`config.mk`:
```
export PLATFORM = sky130hd
export DESIGN_NAME = serial_adder
export DESIGN_NICKNAME = d
export VERILOG_FILES = /design/src/rtl/serial_adder.sv
export SDC_FILE = /design/constraint.sdc
export NUM_CORES = 1
export LEC_CHECK = 0
export ABC_AREA = 1
export ABC_CLOCK_PERIOD_IN_PS = 1500
export CELL_PAD_IN_SITES_DETAIL_PLACEMENT = 0
export CELL_PAD_IN_SITES_GLOBAL_PLACEMENT = 1
export CORE_MARGIN = 2
export CORE_UTILIZATION = 39
export CTS_BUF_LIST = sky130_fd_sc_hd__clkbuf_8
export CTS_CLUSTER_DIAMETER = 30
export DETAILED_ROUTE_END_ITERATION = 16
export PLACE_DENSITY_LB_ADDON = 0.1
export SKIP_LAST_GASP = 1
export SLEW_MARGIN = 40
export SYNTH_ARGS = -nofsm -noshare
export SYNTH_HDL_FRONTEND = slang
export SYNTH_SLANG_ARGS = --single-unit
export TNS_END_PERCENT = 5
```
`constraint.sdc`:
```
create_clock -name clk -period 1.5 [get_ports clk]
set_input_delay 0.3 -clock clk [delete_from_list [all_inputs] [get_ports clk]]
set_output_delay 0.3 -clock clk [all_outputs]
set_load 0.005 [all_outputs]
```
`src/rtl/serial_adder.sv`:
```
// Bit-serial adder/subtractor: one full-adder stage, LSB first, WIDTH clocks per operation.
// state | meaning
// IDLE  | waiting for start; operands captured when start is seen
// RUN   | one operand bit processed per clock, carry kept in carry_q
// DONE  | result registered, done pulses for this single cycle
module serial_adder #(
   parameter int WIDTH = 8
) (
   input  logic             clk,
   input  logic             rst,
   input  logic             start,
   input  logic [WIDTH-1:0] a,
   input  logic [WIDTH-1:0] b,
   input  logic             cin,
   input  logic             sub,
   output logic [WIDTH-1:0] sum,
   output logic             cout,
   output logic             ovf,
   output logic             busy,
   output logic             done
);

   localparam int CW = (WIDTH > 2) ? $clog2(WIDTH) : 1;
   localparam logic [CW-1:0] CNT_LAST = CW'(WIDTH - 1);
   localparam logic [CW-1:0] CNT_ONE  = CW'(1);

   typedef enum logic [1:0] {IDLE, RUN, DONE} state_t;

   state_t           state_q, state_d;
   logic [WIDTH-1:0] a_sh_q, a_sh_d;
   logic [WIDTH-1:0] b_sh_q, b_sh_d;
   logic [WIDTH-1:0] res_q, res_d;
   logic [WIDTH-1:0] sum_q, sum_d;
   logic [CW-1:0]    cnt_q, cnt_d;
   logic             carry_q, carry_d;
   logic             cout_q, cout_d;
   logic             ovf_q, ovf_d;
   logic             busy_q, busy_d;
   logic             done_q, done_d;
   logic             fa_s, fa_c;

   always_comb begin
      state_d = state_q;
      a_sh_d  = a_sh_q;
      b_sh_d  = b_sh_q;
      res_d   = res_q;
      sum_d   = sum_q;
      cnt_d   = cnt_q;
      carry_d = carry_q;
      cout_d  = cout_q;
      ovf_d   = ovf_q;
      busy_d  = busy_q;
      done_d  = 1'b0;
      fa_s    = a_sh_q[0] ^ b_sh_q[0] ^ carry_q;
      fa_c    = (a_sh_q[0] & b_sh_q[0]) | (a_sh_q[0] & carry_q) | (b_sh_q[0] & carry_q);
      case (state_q)
         IDLE: begin
            busy_d = 1'b0;
            if (start) begin
               // Subtraction is A + ~B + 1; cin is not used in that mode.
               state_d = RUN;
               a_sh_d  = a;
               b_sh_d  = sub ? ~b : b;
               carry_d = sub ? 1'b1 : cin;
               cnt_d   = '0;
               busy_d  = 1'b1;
            end
         end
         RUN: begin
            a_sh_d  = a_sh_q >> 1;
            b_sh_d  = b_sh_q >> 1;
            res_d   = {fa_s, res_q[WIDTH-1:1]};
            carry_d = fa_c;
            if (cnt_q == CNT_LAST) begin
               // carry_q here is the carry into the MSB, fa_c the carry out of it.
               state_d = DONE;
               sum_d   = {fa_s, res_q[WIDTH-1:1]};
               cout_d  = fa_c;
               ovf_d   = carry_q ^ fa_c;
               done_d  = 1'b1;
            end else begin
               cnt_d = cnt_q + CNT_ONE;
            end
         end
         DONE: begin
            state_d = IDLE;
            busy_d  = 1'b0;
         end
         default: begin
            state_d = IDLE;
            busy_d  = 1'b0;
         end
      endcase
   end

   always_ff @(posedge clk) begin
      if (rst) begin
         state_q <= IDLE;
         a_sh_q  <= '0;
         b_sh_q  <= '0;
         res_q   <= '0;
         sum_q   <= '0;
         cnt_q   <= '0;
         carry_q <= 1'b0;
         cout_q  <= 1'b0;
         ovf_q   <= 1'b0;
         busy_q  <= 1'b0;
         done_q  <= 1'b0;
      end else begin
         state_q <= state_d;
         a_sh_q  <= a_sh_d;
         b_sh_q  <= b_sh_d;
         res_q   <= res_d;
         sum_q   <= sum_d;
         cnt_q   <= cnt_d;
         carry_q <= carry_d;
         cout_q  <= cout_d;
         ovf_q   <= ovf_d;
         busy_q  <= busy_d;
         done_q  <= done_d;
      end
   end

   assign sum  = sum_q;
   assign cout = cout_q;
   assign ovf  = ovf_q;
   assign busy = busy_q;
   assign done = done_q;

endmodule
```
# After elaboration in Yosys (flattened, before gate mapping)
# Cells that the tools add are included.
# totals
inputBits	21
regBits	42
wordCells	51
# op_classes
n_reduce_logical	7
addsub	1
n_mux	17
bitwise	10
n_eq_ne	5
# op_table
operator	count
one-hot mux 8 bit (2 select lines)	2
two-way mux 8 bit	3
NOT 8 bit	1
two-way mux 3 bit	2
inequality test 2 bit (second input constant)	3
one-hot mux 3 bit (2 select lines)	1
AND reduction 2 bit	3
two-way mux 1 bit	4
two-way mux 2 bit	2
one-hot mux 1 bit (2 select lines)	2
one-hot mux 2 bit (2 select lines)	1
adder 3 x 1 -> 3 bit (second input constant)	1
bitwise AND 1 bit	3
== test 3 bit (second input constant)	1
AND reduction 3 bit	1
bitwise XOR 1 bit	3
== test 2 x 1 -> 1 bit (second input constant)	1
logical NOT 2 bit	1
OR 1 bit	2
nonzero test 2 bit	1
OR reduction 2 bit	1
NOT 1 bit	1

# Depth between registers and ports, before layout
# Gate-level depths: netlist of run 1.
# depth
word_depth	4
ltp_mapped	8
mapped_depth_nobuf	8

# Worst setup path before layout of run 1
# Ideal clock, no wire load.
# synth_timing
path_type	register to register
startpoint	reg cnt_q[0]
endpoint	reg sum_q[7] (netlist: sum[7])
path_stages_with_launch	9
path_buffers	0
required_time_ns	1.388
arrival_time_ns	1.120
synth_period_minus_slack_ns	1.232
setup_slack_ns	0.268
cell_sequence	dfxtp_1 ha_1 ha_1 inv_1 nor2_4 nand2_1 inv_1 nand2_1 nand2_1
# synth_between
elab_chain_cells	2
# synth_lines
element	line_no	text
from (decl)	34	logic [CW-1:0] cnt_q, cnt_d;
from (signal assigned)	115	cnt_q <= cnt_d;
== test 3 bit	74	if (cnt_q == CNT_LAST) begin
AND reduction 2 bit (no source line)	n/a	
to (signal assigned)	114	sum_q <= sum_d;
to (decl)	33	logic [WIDTH-1:0] sum_q, sum_d;
# Every way passes these cells.
# A chain may end at the register's enable or synchronous reset.

# Worst setup path after layout of run 1
# layout_timing
startpoint	reg ovf_q (netlist: ovf)
endpoint	out ovf
# layout_rtl
element	line_no	text
from (decl)	37	logic ovf_q, ovf_d;
from (signal assigned)	118	ovf_q <= ovf_d;
to (decl)	18	output logic ovf,
# No word-level cell between the ends.

==> flow_summary.ini, run 1 <==
[flow_run]
drv_cap = 0

[routing]
drt_wl_total_microns = 3660
via_count = 1572
ant_nets = 0
dr.pass1.iters = 4
drc = 0
routed_via_density = 4.72
routedWlPerCell_microns = 11.0
first_iter_violations = 50

[global_routing]
grt_pass1_wl_microns = 6160
grt-ovfl-total = 0
antenna_found_initial = 0
gr-usage-all-layers_pct = 15.5
grt_max_degree = 21
grt_pass1_vias = 1354

[floorplanning]
coreArea_sq_um = 4380
dieArea_sq_um = 5160
rows = 24
num_io_pins = 33
start_util_pct = 41.0
die_y_microns = 71.9
die_w_microns = 71.9

[run_status]
status = completed

[yosys]
yosys.area.top_type_share_pct = 45.7
synthSimpleGateAreaFrac_pct = 26.6
synth_xor_area_share_pct = 4.39
synth_fa_ha_area_share_pct = 2.51
avgSynthCellArea_sq_um = 7.48
yosys_register_bits = 41
yosys.area.top_type = dfxtp_1
synth_top_family_by_area = simple AND/OR/NAND/NOR gates
synth.area.mux_share_pct = 0
syn_nets = 264
yosys-top-cells-area = dfxtp_1 46%, nand2_1 8.4%, nand3_1 8.4%
synth-compound-area-share_pct = 10.5
synth_cell_types = 22
syn-cell-area_sq_um = 1800
syn_inst = 240
ys_warn_count = 0
seq_area_frac_synth_pct = 45.7

[critical_path]
criticalPathCategory = reg -> out
max_stage_delay_ns = 0.50
cp.buffers_inverters = 1
r2r_setup_slack_ns = 0.09
required_ns = 1.20
end_kind = output port
critical_path.top_delay_family = buffers and inverters
r2r-start = cnt_q[0]
r2r_end = sum[7]
startpoint_type = flop
crit_chain = clkdlybuf4s50_1
cp_slowest_cell = clkdlybuf4s50_1
worstPathMaxFanout = 2
worstPathArrival_ns = 1.14
crit_path_start = ovf
r2r_cells = 8

[place]
dp_slack_ns = -0.0415
place_area_sq_um = 2210
detailed_place_hpwl_microns = 2680
port_buffers = 32
gp_congestion = 0.747

[finish]
final_cell_mix = 40 x nand2_1, 40 x dfxtp_1, 33 x nor2_1, 32 x clkdlybuf4s50_1, 30 x nand3_1
design_area_sq_um = 2300
fin_nets = 304
syn_to_final_growth_pct = 28.2
drive_above_1_share_pct = 10.3
diodes = 0
final_util_pct = 52.5

[cts]
numCtsBuffers = 5
post-cts-setup-buffers = 0
cts_root_buf = clkbuf_8
clock_latency_ns = 0.30
cts_sinks = 41
cts_tree = done
clk_path_buf_depth = 2
clkTransAtPathRegs_ns = 0.08
h-tree-depth = 2

[sta]
setup_ws_ns = 0.0645
max_freq_mhz = 697
fin_crit_sh_pct = 95.7
fin_crit_ns = 1.44
relSlewSlack_pct = 79.5
worst_pin_slew_ns = 0.307
hold_viol = 0
drv_slew = 0
rsz0062_at_grt = yes
setup-violations-final = 0
finalSetupTns_ns = 0
fin_skew_ns = 0.00643

[hold_path]
whs_path_depth = 2
holdCritPathClass = reg -> reg
min_to = a_sh_q[7]
hold_path_startpoint = a_sh_q[7]

[power_and_ir_drop]
finalPower_w = 0.00220
ir_worst_vdd_mv = 0.395
power_density_nw_per_um2 = 954
power_leakage_nw = 1.03
final cells by class:
cell class	instances	area (sq um)
fill	449	2080
sequential	41	822
multi-input combinational	157	788
timing repair buffer	44	423
inverter	31	116
clock buffer	5	68.8
tap	52	65.1
clock inverter	3	17.5
cells in the mapped netlist, drive strengths merged:
cell / number
a21oi: 12
clkbuf: 1
nand3: 30
inv: 31
fa: 1
a211oi: 1
o21ai: 23
xor2: 2
nand4: 1
nor2: 35
ha: 2
xnor2: 7
dfxtp: 41
nand2: 43
buf: 10
worst max path at each step:
| stage | endpoint | slack, ns | cells past startpoint |
|---|---|---|---|
| after floorplan | sum[7] | 0.27 | 8 |
| after global placement | a_sh_q[6] | -0.02 | 6 |
| after detailed placement | a_sh_q[6] | -0.04 | 6 |
| after CTS | cout | 0.05 | 1 |
| after global routing | sum[7] | -0.004 | 8 |
| final | ovf | 0.06 | 1 |
sequential cells by signal, summed over array words and instances, names as in the netlist:
register	flops
cout	1
res_q	7
ovf	1
busy	1
cnt_q	3
b_sh_q	8
sum	8
done	1
a_sh_q	8
state_q	2
carry_q	1
per-layer routing:
layer | vias to the layer above | routed length, microns | global-route usage [%] | share of wire (%)
met5 | - | 0 | 0 | 0
met4 | 0 | 64 | 6.29 | 1.7
met3 | 6 | 159 | 4.36 | 4.3
met2 | 31 | 1570 | 23.4 | 43
met1 | 698 | 1860 | 20.9 | 51
li1 | 837 | - | - | -
through the flow:
stage | hold slack [ns] | instances
5_1_grt | 0.487 | 333
6_report | 0.462 | 333
4_1_cts | 0.466 | 333
3_3_place_gp | 0.453 | 325
3_5_place_dp | 0.453 | 325
2_1_floorplan | 0.373 | 240
cell families (layout without fill, tap and decap cells):
kind of cell             Yosys count  count (layout)
AO/OA/AOI/OAI                     36              36
XOR/XNOR                           9               9
adder cells (fa/ha/maj)            3               3
buffers and inverters             42              83
flip-flops                        41              41
AND/OR/NAND/NOR                  109             109
power by group:
group          internal, W  total, W  leakage [nW]  switching [W]
logic             0.000153  0.000309         0.646       0.000156
clock network     0.000321  0.000711        0.0439       0.000390
registers          0.00114   0.00118         0.336      0.0000317
what timing repair did:
item / CTS / global route
endpoints found under the setup margin: 0 / 2
hold buffers: 0 / 0
gates resized for setup: 0 / 1
Power figures use the tool's default switching activity.
==> run 2, diff against run 1 <==
Settings changed: ABC_AREA 1 to not set, CORE_UTILIZATION 39 to 41, REMOVE_ABC_BUFFERS set to 1.
==> flow_summary.ini, run 2 <==
[routing]
first_iter_violations = 48
drt_wl_total_microns = 3630
via_count = 1481
dr.pass1.iters = 4
routedWlPerCell_microns = 12.4
drc = 0
routed_via_density = 5.07
ant_nets = 0

[floorplanning]
dieArea_sq_um = 5200
die_w_microns = 72.1
die_y_microns = 72.1
rows = 24
num_io_pins = 33
coreArea_sq_um = 4410
start_util_pct = 43.1

[finish]
design_area_sq_um = 2410
layout_commonest_cell = dfxtp_1
final_cell_mix = 40 x dfxtp_1, 36 x nand2_1, 31 x clkdlybuf4s50_1, 26 x nor2_1, 17 x a21oi_1
diodes = 0
fin_nets = 263
drive_above_1_share_pct = 19.2
syn_to_final_growth_pct = 26.8

[yosys]
synthTopCellsByCount = 41 x dfxtp_1, 36 x nand2_1, 26 x nor2_1
synth_cell_types = 32
syn_inst = 199
seq_area_frac_synth_pct = 43.1
ys.flop_type = dfxtp_1
yosys.area.top_type = dfxtp_1
async_reset_ff_share_pct = 0
avgSynthCellArea_sq_um = 9.56
ys_warn_count = 0
syn-cell-area_sq_um = 1900
yosys_register_bits = 41
yosys.area.top_type_share_pct = 43.1
yosys-top-cells-area = dfxtp_1 43%, nand2_1 7.1%, a2111oi_2 5.5%
synth_edf_count = 0
synth.most_common_cell = dfxtp_1

[power_and_ir_drop]
ir_worst_vdd_mv = 0.385
power_density_nw_per_um2 = 1010
power_leakage_nw = 0.895

[global_routing]
grt-ovfl-total = 0
grt_pass1_wl_microns = 6270
grt_max_degree = 29
antenna_found_initial = 0
grt_pass1_vias = 1429
gr-usage-all-layers_pct = 15.4

[critical_path]
max_stage_delay_ns = 0.51
end_kind = output port
cp.buffers_inverters = 1
worstPathArrival_ns = 1.14
crit_chain = clkdlybuf4s50_1
startpoint_type = flop
cp_slowest_cell = clkdlybuf4s50_1
worstPathMaxFanout = 2
required_ns = 1.20
criticalPathCategory = reg -> out
critical_path.top_delay_family = buffers and inverters

[place]
place_area_sq_um = 2290
detailed_place_hpwl_microns = 2600
port_buffers = 32
dp_slack_ns = -0.0979
gp_congestion = 0.761

[sta]
relSlewSlack_pct = 80.6
setup_ws_ns = 0.0580
hold_viol = 0
max_freq_mhz = 694
drv_slew = 0
worst_pin_slew_ns = 0.289
fin_crit_ns = 1.44
fin_crit_sh_pct = 96.1
setup-violations-final = 0
fin_skew_ns = 0.00370
rsz0062_at_grt = yes

[cts]
clk_path_buf_depth = 2
numCtsBuffers = 5
cts_tree = done
cts_sinks = 41
h-tree-depth = 2
cts_root_buf = clkbuf_8
hold_buffers = 0
clock_latency_ns = 0.29
clkTransAtPathRegs_ns = 0.07

[hold_path]
holdCritPathClass = in -> reg

[run_status]
status = completed

[flow_run]
drv_cap = 0
==> run 2: cell count changes after synthesis, sizes merged, moves of 5 or more <==
cell	before	now
mux2i	0	7
nand3	30	5
a2111oi	0	8
o21ai	23	0
nand2	43	36
a211oi	1	10
inv	31	0
nor2	35	27
a21oi	12	17
==> run 2: stage by stage <==
step                std cells  hold WS (ns)  utilization (%)  power (W)  TNS (ns)
floorplan                 183         0.364                -    0.00140     -2.13
global placement          283         0.443             51.8    0.00155    -0.845
detailed placement        283         0.446             51.8    0.00156     -1.27
CTS                       291         0.281             54.5    0.00247         0
global route              292         0.275             54.7    0.00255   -0.0771
finish                    292         0.282             54.7    0.00243         0
==> run 2: path summary, 6_finish.rpt <==
| kind | startpoint | endpoint | slack (ns) | cells after the start |
|---|---|---|---|---|
| min | rst | state_q[1] | 0.28 | 2 |
| max reg2reg | cnt_q[0] | cnt_q[1] | 0.07 | 6 |
| min reg2reg | res_q[1] | sum[0] | 0.46 | 2 |
| max | sum[7] | sum[7] | 0.06 | 1 |
==> run 2: routing by layer <==
metal  routed length, microns  GRT usage (%)
met1                     1720           19.1
met3                      164           3.19
met4                       77           7.55
met2                     1670           25.6
met5                        0              0
==> run 2: kinds of logic after synthesis <==
family	Yosys count	share of synthesized area, %
AOI/OAI and AO/OA	43	21.0
buffers and inverters	16	6.84
and+or+nand+nor	80	18.9
DFF	41	43.1
xor gates and xnor gates	9	4.14
adders and majority gates	3	2.37
muxes	7	3.68
==> run 2: power breakdown <==
group	switching (W)	internal, W
clock network	0.000366	0.000535
logic	0.000167	0.000185
registers	0.0000360	0.00114
total	0.000569	0.00186
==> run 2: layout make-up <==
type	count	area, sq um
multi-input combinational	143	962
clock buffer	6	82.6
sequential	41	822
tap	52	65.1
timing repair buffer	48	448
clock inverter	2	33.8
fill	401	2000
==> run 2: what timing repair did <==
action	4_1_cts	5_1_grt
buffers inserted	0	0
resized for setup	1	1
endpoints found under the setup margin	1	6
cloned	0	1
